`src/rtl/mdct_resonator_bank.sv`:
```
// Time-multiplexed bank of second-order resonators (y = x + coef*s1 - s2)
// sharing one multiplier; final s1 of each channel is streamed out per frame.
module mdct_resonator_bank #(
    parameter int DW   = 32,
    parameter int CW   = 16,
    parameter int FRAC = 14,
    parameter int NCH  = 4,
    parameter int SAT  = 1,
    parameter int LW   = 16,
    localparam int CHW = (NCH > 1) ? $clog2(NCH) : 1
) (
    input  logic              clk_in,
    input  logic              rst_sys,
    input  logic              start,
    input  logic              abort,
    input  logic [LW-1:0]     frame_len,
    input  logic [NCH*CW-1:0] coef,
    input  logic [DW-1:0]     init_s1,
    input  logic [DW-1:0]     init_s2,
    input  logic              s_valid,
    output logic              s_ready,
    input  logic [DW-1:0]     s_data,
    output logic              m_valid,
    input  logic              m_ready,
    output logic [DW-1:0]     m_data,
    output logic [CHW-1:0]    m_chan,
    output logic              m_last,
    output logic              busy,
    output logic              done
);
    localparam int PW = DW + CW;
    localparam int YW = DW + CW + 2;
    localparam logic signed [YW-1:0] YMAX = {{(YW-DW+1){1'b0}}, {(DW-1){1'b1}}};
    localparam logic signed [YW-1:0] YMIN = {{(YW-DW+1){1'b1}}, {(DW-1){1'b0}}};

    typedef enum logic [1:0] {S_IDLE, S_WAIT, S_CALC, S_DRAIN} state_t;

    state_t state, state_nx;

    logic signed [DW-1:0] s1 [NCH];
    logic signed [DW-1:0] s2 [NCH];
    logic signed [DW-1:0] x_reg;
    logic [LW-1:0]        cnt;
    logic [CHW-1:0]       ch;

    logic                 last_ch;
    logic signed [CW-1:0] c_sel;
    logic signed [DW-1:0] s1_sel;
    logic signed [DW-1:0] s2_sel;
    logic signed [PW-1:0] prod;
    logic signed [PW-1:0] q;
    logic signed [YW-1:0] y_full;
    logic signed [DW-1:0] y_out;

    assign last_ch = (ch == CHW'(NCH - 1));

    always_comb begin
        c_sel  = coef[int'(ch)*CW +: CW];
        s1_sel = s1[ch];
        s2_sel = s2[ch];
        prod   = c_sel * s1_sel;
        q      = prod >>> FRAC;
        y_full = {{(YW-DW){x_reg[DW-1]}}, x_reg}
               + {{(YW-PW){q[PW-1]}}, q}
               - {{(YW-DW){s2_sel[DW-1]}}, s2_sel};
        y_out  = y_full[DW-1:0];
        if (SAT != 0) begin
            if (y_full > YMAX)
                y_out = YMAX[DW-1:0];
            else if (y_full < YMIN)
                y_out = YMIN[DW-1:0];
        end
    end

    always_ff @(posedge clk_in or posedge rst_sys) begin
        if (rst_sys)
            state <= S_IDLE;
        else
            state <= state_nx;
    end

    // abort masks both handshakes so nothing is accepted in the flush cycle
    always_comb begin
        state_nx = state;
        s_ready  = 1'b0;
        m_valid  = 1'b0;
        m_last   = 1'b0;
        m_data   = '0;
        m_chan   = '0;
        busy     = (state != S_IDLE);
        case (state)
            S_IDLE: begin
                if (start)
                    state_nx = (frame_len != '0) ? S_WAIT : S_DRAIN;
            end
            S_WAIT: begin
                s_ready = !abort;
                if (s_valid)
                    state_nx = S_CALC;
            end
            S_CALC: begin
                if (last_ch)
                    state_nx = (cnt == LW'(1)) ? S_DRAIN : S_WAIT;
            end
            S_DRAIN: begin
                m_valid = !abort;
                m_data  = s1[ch];
                m_chan  = ch;
                m_last  = last_ch;
                if (m_ready && last_ch)
                    state_nx = S_IDLE;
            end
            default: state_nx = S_IDLE;
        endcase
        if (abort)
            state_nx = S_IDLE;
    end

    always_ff @(posedge clk_in or posedge rst_sys) begin
        if (rst_sys) begin
            for (int unsigned i = 0; i < NCH; i++) begin
                s1[i] <= '0;
                s2[i] <= '0;
            end
            x_reg <= '0;
            cnt   <= '0;
            ch    <= '0;
            done  <= 1'b0;
        end else begin
            done <= 1'b0;
            if (!abort) begin
                case (state)
                    S_IDLE: begin
                        if (start) begin
                            cnt <= frame_len;
                            ch  <= '0;
                            for (int unsigned i = 0; i < NCH; i++) begin
                                s1[i] <= init_s1;
                                s2[i] <= init_s2;
                            end
                        end
                    end
                    S_WAIT: begin
                        if (s_valid) begin
                            x_reg <= s_data;
                            ch    <= '0;
                        end
                    end
                    S_CALC: begin
                        s1[ch] <= y_out;
                        s2[ch] <= s1_sel;
                        if (last_ch) begin
                            cnt <= cnt - LW'(1);
                            ch  <= '0;
                        end else begin
                            ch <= ch + CHW'(1);
                        end
                    end
                    S_DRAIN: begin
                        if (m_ready) begin
                            if (last_ch) begin
                                done <= 1'b1;
                                ch   <= '0;
                            end else begin
                                ch <= ch + CHW'(1);
                            end
                        end
                    end
                    default: ;
                endcase
            end
        end
    end
endmodule

```
`config.mk`:
```
export PLATFORM = sky130hd
export DESIGN_NAME = mdct_resonator_bank
export DESIGN_NICKNAME = d
export VERILOG_FILES = /design/src/rtl/mdct_resonator_bank.sv
export SDC_FILE = /design/constraint.sdc
export NUM_CORES = 2
export LEC_CHECK = 0
export CAP_MARGIN = 20
export CELL_PAD_IN_SITES_DETAIL_PLACEMENT = 0
export CELL_PAD_IN_SITES_GLOBAL_PLACEMENT = 1
export CORE_MARGIN = 2
export CORE_UTILIZATION = 43
export DETAILED_ROUTE_END_ITERATION = 8
export PLACE_DENSITY_LB_ADDON = 0.12
export SLEW_MARGIN = 20
export SYNTH_ARGS = -nofsm -noshare
export SYNTH_HDL_FRONTEND = slang
export SYNTH_SLANG_ARGS = --single-unit
```
`constraint.sdc`:
```
create_clock -name clk_in -period 12.7 [get_ports clk_in]
set_clock_uncertainty 0.2 [all_clocks]
set_input_delay 2.54 -clock clk_in [delete_from_list [all_inputs] [get_ports clk_in]]
set_output_delay 2.54 -clock clk_in [all_outputs]
set_load 0.1 [all_outputs]
```
==> summary.txt <==
Status
  • Status: finished, final reports clean

Drt
  • DR iter-0 viols: between 2000 and 2500
  • WL/cell: approximately 22 um
  • Vias: 29386
  • Final wirelength: ~120000 um
  • Drc violations: 0
  • DRT Pass-1 Iters: 5
  • Final ANT Viol Nets: 0
  • Drt via density: around 5.4

Final layout
  • Fill count: around 7500
  • Nets: 5227
  • Final Non-Filler Cells: about 5500
  • Area Growth Syn to Fin: 26.20%
  • Share of layout cells above drive strength 1: roughly 20%
  • Design area: 44730 sq um

Global route
  • GRT overflow: 0
  • Pin count of the biggest net entering global routing: 106
  • Vias in the first global route: slightly above 30000
  • First-pass GRT wire length: ~180000 um
  • Total track usage: 28.16%
  • Initial antenna violation count: 6

STA
  • Worst hold slack: 277.3 ps
  • Endpoints failing setup: 0
  • Setup TNS: 0 ps
  • Worst slew pin tran: between 1000 and 1500 ps
  • Tcrit/Tclk final: about 99%
  • Final Max Tran Viols: 0
  • Fmax achieved: ~0.080 GHz
  • Final hold violation count: 0
  • Fin crit period: about 13000 ps
  • Slew headroom: a little over a fifth

Critical path
  • CP required: 12970 ps
  • Beginning of the critical path: coef[19]
  • Kind of critical path: in -> reg
  • Max FO, Critical Path: 8
  • Reg2Reg Setup Slack: just under 900 ps
  • RR Endpoint: s1[97]
  • CP most frequent cell: fa_1
  • CP Launch Type: input pin
  • Critical Path AT: ~13000 ps
  • Crit path capture: s1[97]
  • CP max stage delay: 640 ps
  • RR Startpoint: ch[1]
  • Reg2reg path depth: 40
  • Setup crit end kind: flip-flop
  • Crit path max-delay cell type: fa_1

Yosys
  • Post-synth EDFFs: 0
  • Post-Syn Nets: between 4000 and 5000
  • Mapped Avg Cell Area: just over 9 sq um
  • Synth top area share: between 20% and 30%
  • Netlist Area Pre-Place: between 30000 and 40000 sq um
  • Top cells by count, synth: inv_1 (680), nand2_1 (531), fa_1 (519)
  • Synth Register Bits: about 310
  • Yosys warning total: 0
  • Fraction of registers with async set/reset: 100.0%
  • Most common cell in the netlist: inv_1
  • Ys flop type: dfrtp_1
  • Register area share after synthesis: 21.82%
  • Unique cell type count in the Yosys netlist: 67
  • Synth area leaders: fa_1 (29%), dfrtp_1 (22%), inv_1 (7.2%), nand2_1 (5.6%), ha_1 (5.4%)
  • Area leader, netlist: fa_1
  • Syn Inst Count: around 4000

Die
  • Initial core utilization: 43.31%
  • Die Y: approximately 290 um
  • Row count: approximately 110
  • Die span in x: 291.1 um
  • Die ar.: 84740 sq um
  • Core footprint: about 82000 sq um
  • IO Pins: about 220

Placement
  • Port bufs: 220
  • Placed Cells: about 5300
  • Post-DP Area: approximately 42000 sq um
  • Dpl hpwl: between 90000 and 100000 um
  • Routability cong.: 0.8801

Clocking
  • Num Clock Sinks: 309
  • Cts hold-fix bufs: 0
  • CTS Buffer Depth: 3
  • CTS clk-pin slew, worst paths: approximately 70 ps
  • Clock latency on the worst-skew pair: around 600 ps
  • CTS tree: done
  • Total CTS buffers: 31
  • Root buf cell: clkbuf_16
  • H-tree lvl count: 1

Worst hold path
  • Worst min path class: reg -> reg

Run
  • Total of max-cap violations: 0
logic make-up after synthesis:
family	share of synthesized area [%]
AND/OR/NAND/NOR	12.97
AO/OA/AOI/OAI	13.57
buffers and inverters	9.725
multiplexers	5.411
XOR/XNOR	1.800
flip-flops	21.82
adder cells (fa/ha/maj)	34.71
how the worst min path moves through the flow:
stage                start      to  slack (ps)  cells past startpoint
floorplan           s1[63]  s1[63]         240                      2
global placement    s2[32]  s2[32]         260                      2
detailed placement  s2[52]  s2[52]         270                      2
CTS                 s2[52]  s2[52]         280                      2
global route        s2[34]  s2[34]         300                      2
finish              s2[95]  s2[95]         280                      2
critical path, delay by kind of cell:
kind            cells  cell delay [ps]
compound gates      7             1860
xor+xnor            2              260
fa+ha+maj           9             4050
buf+inv            11             1880
mux                 1              530
simple gates        8             1680
per-stage QoR:
| stage | util (%) | setup WS (ps) |
|---|---|---|
| floorplan | - | 3.408 |
| global placement | 50.79 | -932.1 |
| detailed placement | 50.84 | -983.0 |
| CTS | 52.67 | 5.622 |
| global route | 54.65 | -46.91 |
| finish | 54.65 | 154.2 |
layout by cell type, fill, tap and decap left out, drive strengths merged, types with 15 or more instances in the layout:
cell type        n
nor3            29
fa             519
clkinv          15
o21ai          267
mux2            31
a221o          126
o21a            28
dfrtp          309
a21oi          231
xnor2           43
nand2b          17
and3            46
nand2          531
and2            77
nor2b           46
buf            462
clkdlybuf4s50  190
a21o            28
ha             153
dlymetal6s2s    30
inv            681
xor2            29
clkbuf          42
nand3           20
nand4           16
mux4            59
mux2i           24
nor2           232
layer usage:
metal,up-vias,track usage [%],wire (um)
met5,-,0,0
met4,0,6.230,2648
met3,134,4.627,8372
met2,1020,43.48,53880
met1,14743,41.63,54590
li1,13489,-,-
area by class of cell:
| type | count | area, sq um | area share, % |
|---|---|---|---|
| timing repair buffer | 689 | 6480 | 14.49 |
| clock buffer | 35 | 820.8 | 1.835 |
| inverter | 681 | 2564 | 5.731 |
| sequential | 309 | 7740 | 17.30 |
| clock inverter | 23 | 259.0 | 0.5790 |
| antenna | 1 | 2.502 | 0.005594 |
| tap | 1070 | 1339 | 2.993 |
| multi-input combinational | 2661 | 25530 | 57.07 |
repair_timing:
action | CTS | global route
endpoints found under the hold margin | 0 | 0
pin swaps | 24 | 152
gates resized for setup | 44 | 267
endpoints found under the setup margin | 124 | 124
setup buffers | 20 | 38
cloned | 3 | 8
Power is not shown: default switching activity piles up to over one toggle a cycle in this logic, so the estimate is an artifact.
